File: src/rtl/hevc_filter_feeder_pkg.sv
// Shared types and constants for the HEVC interpolation job feeder.
package hevc_feeder_pkg;

   localparam int unsigned CNT_W    = 13;
   localparam int unsigned TAP4_EXT = 3;
   localparam int unsigned TAP8_EXT = 7;

   typedef enum logic [1:0] {
      IDLE  = 2'd0,
      CFG   = 2'd1,
      FEED  = 2'd2,
      DRAIN = 2'd3
   } state_e;

   // Block sizes the interpolation dataflow supports.
   function automatic logic size_legal(input int unsigned size);
      return (size == 4) || (size == 8) || (size == 16) || (size == 32) || (size == 64);
   endfunction

endpackage

File: src/rtl/hevc_filter_feeder_counter.sv
// Terminal-count counter: cleared at job start, last_c flags the increment that reaches term.
module hevc_feed_counter
   import hevc_feeder_pkg::*;
(
   input  logic             clk,
   input  logic             rst,
   input  logic             clr,
   input  logic             inc,
   input  logic [CNT_W-1:0] term,
   output logic [CNT_W-1:0] count,
   output logic             last_c
);

   logic [CNT_W-1:0] count_q, count_d;

   always_comb begin
      count_d = count_q;
      if (clr) begin
         count_d = '0;
      end else if (inc) begin
         count_d = count_q + CNT_W'(1);
      end
   end

   always_ff @(posedge clk or negedge rst) begin
      if (!rst) begin
         count_q <= '0;
      end else begin
         count_q <= count_d;
      end
   end

   assign count  = count_q;
   assign last_c = inc && (count_q == term - CNT_W'(1));

endmodule

File: src/rtl/hevc_filter_feeder.sv
// Job sequencer feeding config tokens and reference pixels into the HEVC interpolation dataflow.
// Optional FEEDER_CHECKSUM_EN adds a chk port with a mod-2^16 sum of the job's counted outputs.
module hevc_filter_feeder
   import hevc_feeder_pkg::*;
#(
   parameter int unsigned DATA_W  = 8,
   parameter int unsigned SIZE_W  = 7,
   parameter int unsigned ALPHA_W = 3,
   parameter int unsigned FLUX    = 2,
   parameter int unsigned TAG_W   = (FLUX > 1) ? $clog2(FLUX) : 1
) (
   input  logic               clk,
   input  logic               rst,
   input  logic               cmd_valid,
   output logic               cmd_ready,
   input  logic [SIZE_W-1:0]  cmd_size,
   input  logic               cmd_tap8,
   input  logic [ALPHA_W-1:0] cmd_v_alpha,
   input  logic [ALPHA_W-1:0] cmd_h_alpha,
   input  logic [TAG_W-1:0]   cmd_tag,
   input  logic               src_valid,
   output logic               src_ready,
   input  logic [DATA_W-1:0]  src_data,
   output logic               cfg_write,
   output logic [ALPHA_W:0]   cfg_v_din,
   output logic [ALPHA_W:0]   cfg_h_din,
   output logic [SIZE_W:0]    cfg_size_din,
   input  logic [FLUX-1:0]    cfg_full,
   output logic               pel_write,
   output logic [DATA_W:0]    pel_din,
   output logic [TAG_W-1:0]   pel_tag,
   output logic [TAG_W-1:0]   cfg_tag,
   input  logic [FLUX-1:0]    pel_full,
   input  logic               res_write,
   input  logic [DATA_W:0]    res_din,
   input  logic [TAG_W-1:0]   res_tag,
   output logic               res_full,
   output logic               snk_valid,
   input  logic               snk_ready,
   output logic [DATA_W-1:0]  snk_data,
   output logic               done,
   output logic               err,
`ifdef FEEDER_CHECKSUM_EN
   output logic [15:0]        chk,
`endif
   output logic               busy
);

   state_e             state_q, state_d;
   logic [TAG_W-1:0]   tag_q, tag_d;
   logic [ALPHA_W-1:0] v_alpha_q, v_alpha_d;
   logic [ALPHA_W-1:0] h_alpha_q, h_alpha_d;
   logic [SIZE_W-1:0]  ext_q, ext_d;
   logic [CNT_W-1:0]   n_in_q, n_in_d;
   logic [CNT_W-1:0]   n_out_q, n_out_d;
   logic               cmd_ready_q, cmd_ready_d;
   logic               cfg_write_q, cfg_write_d;
   logic [ALPHA_W:0]   cfg_v_din_q, cfg_v_din_d;
   logic [ALPHA_W:0]   cfg_h_din_q, cfg_h_din_d;
   logic [SIZE_W:0]    cfg_size_din_q, cfg_size_din_d;
   logic               pel_write_q, pel_write_d;
   logic [DATA_W:0]    pel_din_q, pel_din_d;
   logic               done_q, done_d;
   logic               err_q, err_d;
   logic               busy_q, busy_d;

   logic               cnt_clr;
   logic               cmd_fire;
   logic               xfer;
   logic               out_phase;
   logic               counted;
   logic               bad_out;
   logic               out_reached;
   logic               out_done;
   logic               in_last, out_last;
   logic [CNT_W-1:0]   in_cnt, out_cnt;
   logic [SIZE_W-1:0]  ext_c;

   assign ext_c    = cmd_size + (cmd_tap8 ? SIZE_W'(TAP8_EXT) : SIZE_W'(TAP4_EXT));
   assign cmd_fire = (state_q == IDLE) && cmd_valid && cmd_ready_q;

   assign src_ready = (state_q == FEED) && !pel_full[tag_q] && (in_cnt != n_in_q);
   assign xfer      = src_valid && src_ready;

   // Result stream is forwarded unconditionally; only well-formed results of this job count.
   assign out_phase   = (state_q == FEED) || (state_q == DRAIN);
   assign out_reached = (out_cnt == n_out_q);
   assign counted     = res_write && out_phase && (res_tag == tag_q) && res_din[DATA_W] && !out_reached;
   assign bad_out     = res_write && !(out_phase && (res_tag == tag_q) && res_din[DATA_W]);
   assign out_done    = out_last || out_reached;

   assign snk_valid = res_write;
   assign snk_data  = res_din[DATA_W-1:0];
   assign res_full  = !snk_ready;

   hevc_feed_counter u_in_cnt (
      .clk    (clk),
      .rst    (rst),
      .clr    (cnt_clr),
      .inc    (xfer),
      .term   (n_in_q),
      .count  (in_cnt),
      .last_c (in_last)
   );

   hevc_feed_counter u_out_cnt (
      .clk    (clk),
      .rst    (rst),
      .clr    (cnt_clr),
      .inc    (counted),
      .term   (n_out_q),
      .count  (out_cnt),
      .last_c (out_last)
   );

   // Next-state and registered-output logic.
   always_comb begin
      state_d        = state_q;
      tag_d          = tag_q;
      v_alpha_d      = v_alpha_q;
      h_alpha_d      = h_alpha_q;
      ext_d          = ext_q;
      n_in_d         = n_in_q;
      n_out_d        = n_out_q;
      cfg_write_d    = 1'b0;
      cfg_v_din_d    = '0;
      cfg_h_din_d    = '0;
      cfg_size_din_d = '0;
      pel_write_d    = xfer;
      pel_din_d      = xfer ? {1'b1, src_data} : '0;
      done_d         = 1'b0;
      err_d          = bad_out;
      cnt_clr        = 1'b0;

      case (state_q)
         IDLE: begin
            if (cmd_fire) begin
               tag_d     = cmd_tag;
               v_alpha_d = cmd_v_alpha;
               h_alpha_d = cmd_h_alpha;
               ext_d     = ext_c;
               n_in_d    = CNT_W'(ext_c) * CNT_W'(ext_c);
               n_out_d   = CNT_W'(cmd_size) * CNT_W'(cmd_size);
               if (size_legal(32'(cmd_size))) begin
                  state_d = CFG;
                  cnt_clr = 1'b1;
               end else begin
                  err_d = 1'b1;
               end
            end
         end
         CFG: begin
            if (!cfg_full[tag_q]) begin
               cfg_write_d    = 1'b1;
               cfg_v_din_d    = {1'b1, v_alpha_q};
               cfg_h_din_d    = {1'b1, h_alpha_q};
               cfg_size_din_d = {1'b1, ext_q};
               state_d        = FEED;
            end
         end
         FEED: begin
            if (in_last) begin
               if (out_done) begin
                  state_d = IDLE;
                  done_d  = 1'b1;
               end else begin
                  state_d = DRAIN;
               end
            end
         end
         DRAIN: begin
            if (out_done) begin
               state_d = IDLE;
               done_d  = 1'b1;
            end
         end
         default: state_d = IDLE;
      endcase

      cmd_ready_d = (state_d == IDLE) && !cmd_fire;
      busy_d      = (state_d != IDLE);
   end

   always_ff @(posedge clk or negedge rst) begin
      if (!rst) begin
         state_q        <= IDLE;
         tag_q          <= '0;
         v_alpha_q      <= '0;
         h_alpha_q      <= '0;
         ext_q          <= '0;
         n_in_q         <= '0;
         n_out_q        <= '0;
         cmd_ready_q    <= 1'b1;
         cfg_write_q    <= 1'b0;
         cfg_v_din_q    <= '0;
         cfg_h_din_q    <= '0;
         cfg_size_din_q <= '0;
         pel_write_q    <= 1'b0;
         pel_din_q      <= '0;
         done_q         <= 1'b0;
         err_q          <= 1'b0;
         busy_q         <= 1'b0;
      end else begin
         state_q        <= state_d;
         tag_q          <= tag_d;
         v_alpha_q      <= v_alpha_d;
         h_alpha_q      <= h_alpha_d;
         ext_q          <= ext_d;
         n_in_q         <= n_in_d;
         n_out_q        <= n_out_d;
         cmd_ready_q    <= cmd_ready_d;
         cfg_write_q    <= cfg_write_d;
         cfg_v_din_q    <= cfg_v_din_d;
         cfg_h_din_q    <= cfg_h_din_d;
         cfg_size_din_q <= cfg_size_din_d;
         pel_write_q    <= pel_write_d;
         pel_din_q      <= pel_din_d;
         done_q         <= done_d;
         err_q          <= err_d;
         busy_q         <= busy_d;
      end
   end

   assign cmd_ready    = cmd_ready_q;
   assign cfg_write    = cfg_write_q;
   assign cfg_v_din    = cfg_v_din_q;
   assign cfg_h_din    = cfg_h_din_q;
   assign cfg_size_din = cfg_size_din_q;
   assign cfg_tag      = tag_q;
   assign pel_write    = pel_write_q;
   assign pel_din      = pel_din_q;
   assign pel_tag      = tag_q;
   assign done         = done_q;
   assign err          = err_q;
   assign busy         = busy_q;

`ifdef FEEDER_CHECKSUM_EN
   logic [15:0] chk_q, chk_d;

   // Restarts with each accepted job and holds after done until the next one.
   always_comb begin
      chk_d = chk_q;
      if (cnt_clr) begin
         chk_d = '0;
      end else if (counted) begin
         chk_d = chk_q + 16'(res_din[DATA_W-1:0]);
      end
   end

   always_ff @(posedge clk or negedge rst) begin
      if (!rst) begin
         chk_q <= '0;
      end else begin
         chk_q <= chk_d;
      end
   end

   assign chk = chk_q;
`endif

endmodule

File: config.mk
export PLATFORM = sky130hd
export DESIGN_NAME = hevc_filter_feeder
export DESIGN_NICKNAME = d
export VERILOG_FILES = /design/src/rtl/hevc_filter_feeder_pkg.sv /design/src/rtl/hevc_filter_feeder_counter.sv /design/src/rtl/hevc_filter_feeder.sv
export SDC_FILE = /design/constraint.sdc
export NUM_CORES = 1
export LEC_CHECK = 0
export CAP_MARGIN = 20
export CORE_MARGIN = 2
export CORE_UTILIZATION = 49
export DETAILED_ROUTE_END_ITERATION = 12
export PLACE_DENSITY = 0.82
export RECOVER_POWER = 25
export SLEW_MARGIN = 20
export SYNTH_ARGS = -nofsm -noshare
export SYNTH_HDL_FRONTEND = slang
export SYNTH_SLANG_ARGS = --single-unit
File: constraint.sdc
create_clock -name clk -period 2.6 [get_ports clk]
set_clock_uncertainty 0.1 [all_clocks]
set_input_delay 0.65 -clock clk [delete_from_list [all_inputs] [get_ports clk]]
set_output_delay 0.65 -clock clk [all_outputs]
set_load 0.02 [all_outputs]
==> results_tabular.tex <==
\begin{tabular}{lr}
\hline
Metric & Value \\
\hline
\multicolumn{2}{l}{\textbf{Floorplan}} \\
\quad Height of the chip & 125 um \\
\quad Std cell rows & between 40 and 50 \\
\quad Die outline area & about 16000 um2 \\
\quad Placeable core area & around 14000 um2 \\
\quad Die Span X & $\sim$120 um \\
\quad Starting density of the core & roughly half \\
\quad Number of I/O pins & 87 \\
\multicolumn{2}{l}{\textbf{Global route}} \\
\quad Initial antenna violation count & 0 \\
\quad Via count of the first global-routing pass & around 6600 \\
\quad Pin count of the biggest net entering global routing & 40 \\
\quad Total congestion overflow after global routing & 0 \\
\quad Overall global routing resource usage & 24.6\% \\
\quad Wire length of the first global-routing pass & about 31000 um \\
\multicolumn{2}{l}{\textbf{STA}} \\
\quad Hold Slack & approximately 0.36 ns \\
\quad Relative slew margins & roughly a third \\
\quad Slack of the critical path & -2.49 ns \\
\quad Pins Over Slew Limit & 0 \\
\quad Count of final setup violators & 19 \\
\quad Max Clk Rate & roughly 200 MHz \\
\quad Final setup TNS & -31.38 ns \\
\quad Number of endpoints with negative hold slack in the final report & 0 \\
\quad Final worst-path cycle share & 196\% \\
\quad RSZ-0062 raised after global routing & yes \\
\quad Final worst path period need & 5.09 ns \\
\quad Slew at the pin closest to its max-slew limit & about 1 ns \\
\multicolumn{2}{l}{\textbf{Hold path}} \\
\quad Kind of path behind the tightest hold check & in2async \\
\multicolumn{2}{l}{\textbf{Yosys}} \\
\quad Share of the synthesized area in the top cell type & about a third \\
\quad Count of yosys warnings during synthesis & 0 \\
\quad Count of flip-flops with a built-in enable after synthesis & 0 \\
\quad Main area contributors after synthesis & dfrtp\_1, ha\_1, fa\_1 \\
\quad Top flip-flop cell by instance count after synthesis & dfrtp\_1 \\
\quad Synthesized net count & a little over 900 \\
\quad Mean Syn Cell Area & between 9 and 10 um2 \\
\quad Async set or reset register ratio after synthesis & between 90\% and 100\% \\
\quad Sequential cell area fraction in the yosys report & between 30\% and 40\% \\
\quad Post-synthesis instance total & approximately 800 \\
\quad Cell area after synthesis & 7120 um2 \\
\quad Synthesized flop and latch total & between 90 and 100 \\
\quad Library cell with the largest summed area after synthesis & dfrtp\_1 \\
\quad Netlist cell types & 62 \\
\multicolumn{2}{l}{\textbf{Job}} \\
\quad Max cap viols & 0 \\
\multicolumn{2}{l}{\textbf{Finish}} \\
\quad Commonest cells after routing, fill and taps aside & buf\_4, dfrtp\_1, nand2\_1 \\
\quad Filler Cells Inserted & 948 \\
\quad Share of layout cells above drive strength 1 & 31.1\% \\
\quad Antenna Diode Count & 0 \\
\quad Area Overhead vs Synth & 41.7\% \\
\quad Final Instance Count excl. Fillers & between 1000 and 1500 \\
\quad Net total in the final layout & approximately 1100 \\
\quad Most common cell after layout, fill and taps aside & buf\_4 \\
\quad Multi-input gate area & approximately 5000 um2 \\
\quad Reg area & between 2000 and 2500 um2 \\
\multicolumn{2}{l}{\textbf{CTS}} \\
\quad CTS tree & done \\
\quad Master cell of the clock root buffer & clkbuf\_16 \\
\quad H-tree Lvls & 3 \\
\quad Insertion delay of the later-clocked pin in the worst-skew pair & 0.34 ns \\
\quad Total clock buffers created by CTS & 9 \\
\quad TritonCTS sink count & 92 \\
\quad Maximum count of clock buffers along a single path & 2 \\
\quad Clock slew at the register clock pins of the worst setup and hold paths & $\sim$0.070 ns \\
\multicolumn{2}{l}{\textbf{Worst setup path}} \\
\quad Worst setup startpoint & cmd\_size[2] \\
\quad CP arrival & between 5 and 6 ns \\
\quad CP Data Required Time & between 2 and 3 ns \\
\quad Endpoint of the worst-slack reg-to-reg timing path & cmd\_ready \\
\quad Largest driver fanout on the critical path & 3 \\
\quad Reg2reg path depth & 8 \\
\quad Startpoint Class & input port \\
\quad Slack of the worst reg-to-reg path & between 0.1 and 0.15 ns \\
\quad Kind of end point of the critical path & register \\
\quad Path type of the worst setup path & in2reg \\
\quad Crit Reg-Reg Startpoint & n\_in\_q[7] \\
\multicolumn{2}{l}{\textbf{Drt}} \\
\quad Routed met1 length & between 7000 and 8000 um \\
\quad Topmost layer with routed signal wires & met4 \\
\quad Via count normalized by instance count & 5.55 \\
\quad First-pass iteration count of the detailed router & 5 \\
\quad 1st-iter DRT viols & 350 \\
\quad Via total after detailed routing & approximately 6500 \\
\quad DRC viols & 0 \\
\quad Routed length on met2 & between 10000 and 15000 um \\
\quad Routed length per instance & around 17 um \\
\quad Aggregate routed wire length & between 20000 and 25000 um \\
\quad Remaining antenna violation count & 0 \\
\quad Routed length on met3 & approximately 980 um \\
\multicolumn{2}{l}{\textbf{Power}} \\
\quad Total power consumption of the routed design & 7.62 mW \\
\quad Pwr Density & 756 nW/um2 \\
\quad Static Leak & 4.86 nW \\
\quad Maximum vdd ir drop & $\sim$0.63 mV \\
\multicolumn{2}{l}{\textbf{Outcome}} \\
\quad Violated checks & negative setup slack \\
\quad Run status & finished with violations \\
\multicolumn{2}{l}{\textbf{Placed design}} \\
\quad Cell count after placement & approximately 1100 \\
\quad RD Place Congestion & 0.879 \\
\quad I/O Buffers & 70 \\
\quad Hpwl dp & roughly 13000 um \\
\hline
\end{tabular}
-- kinds of logic after synthesis --
group,count (synthesis),synth area share (%)
and+or+nand+nor,297,21.5
buffers and inverters,112,6.84
AOI/OAI and AO/OA,108,10.1
DFF,92,32.4
adders and majority gates,84,17.8
xor gates and xnor gates,83,10.2
muxes,8,1.16
-- sequential cells by signal, summed over array words and instances, names as in the netlist --
register,count
cfg_v_din,3
cfg_size_din,7
busy,1
u_out_cnt.count,13
cfg_h_din,4
cmd_ready,1
ext_q,7
err,1
h_alpha_q,3
v_alpha_q,3
state_q,2
u_in_cnt.count,13
done,1
n_in_q,11
n_out_q,12
pel_din,9
cfg_tag,1
-- synthesized netlist by cell type (3+ instances only) --
| library cell | instances |
|---|---|
| a2111oi_2 | 3 |
| a211oi_1 | 4 |
| a21o_1 | 4 |
| a21oi_1 | 13 |
| and2_1 | 39 |
| and3_1 | 9 |
| and3b_1 | 3 |
| buf_4 | 15 |
| clkbuf_1 | 28 |
| dfrtp_1 | 91 |
| fa_1 | 29 |
| ha_1 | 55 |
| inv_1 | 66 |
| mux2i_1 | 6 |
| nand2_1 | 79 |
| nand2b_1 | 7 |
| nand3_1 | 21 |
| nand4_1 | 13 |
| nor2_1 | 60 |
| nor2b_1 | 10 |
| nor3_1 | 14 |
| nor3b_1 | 4 |
| nor4_1 | 10 |
| o211a_1 | 4 |
| o211ai_1 | 5 |
| o21a_1 | 7 |
| o21ai_0 | 43 |
| o21bai_1 | 4 |
| o31ai_1 | 5 |
| o41ai_1 | 3 |
| or2_2 | 3 |
| or3_1 | 7 |
| xnor2_1 | 34 |
| xor2_1 | 49 |
-- metal layers --
metal | GRT usage, % | up-vias
met4 | 9.98 | 0
met1 | 30.1 | 3170
met2 | 43.4 | 259
li1 | - | 3015
met3 | 3.65 | 69
met5 | 0 | -
-- critical path, stage by stage --
cell and delay, ns:
buf_8 0.10, ha_4 0.23, nor2b_4 0.13, o211ai_1 0.24
xor2_1 0.12, or2_4 0.28, xnor2_2 0.13, ha_1 0.30
inv_2 0.04, fa_1 0.54, inv_1 0.05, fa_1 0.49
inv_2 0.04, fa_1 0.49, inv_2 0.05, ha_4 0.22
buf_6 0.12, nand3_4 0.05, o211ai_1 0.14, o41ai_2 0.39
buf_4 0.19, xor2_2 0.13, o21ai_1 0.09
-- repair_timing --
item | 4_1_cts | 5_1_grt
buffers inserted | 30 | 17
setup endpoints to repair | 22 | 27
pin swaps | 61 | 72
resized for setup | 106 | 63
hold buffers | 0 | 0
-- through the flow --
step	area, um2	utilization [%]	worst slack (ns)
2_1_floorplan	7360	-	-2.51
5_1_grt	10100	70.2	-2.71
6_report	10100	70.2	-2.49
4_1_cts	9770	68.0	-2.38
3_3_place_gp	8930	62.2	-2.99
3_5_place_dp	8930	62.2	-3.09
-- cell type report --
class,instances,area share [%]
Inverter,66,2.54
Clock inverter,5,0.372
Multi-Input combinational cell,580,49.4
Tap cell,184,2.28
Clock buffer,11,2.41
Timing Repair Buffer,235,20.1
Sequential cell,92,22.9
-- worst max path at each step --
stage                             to  slack, ns  cells after the start
after floorplan            n_in_q[9]      -2.51                     20
after global placement     n_in_q[9]      -2.99                     20
after detailed placement   n_in_q[9]      -3.09                     21
after CTS                  n_in_q[9]      -2.38                     20
after global routing      n_in_q[10]      -2.71                     23
final                     n_in_q[10]      -2.49                     23
-- report_power, final --
group,leakage [nW],internal (mW),switching [mW]
logic,3.51,2.43,2.23
clock network,0.132,0.678,0.553
registers,1.21,1.56,0.171
total,4.86,4.67,2.96
Power figures use the tool's default switching activity.
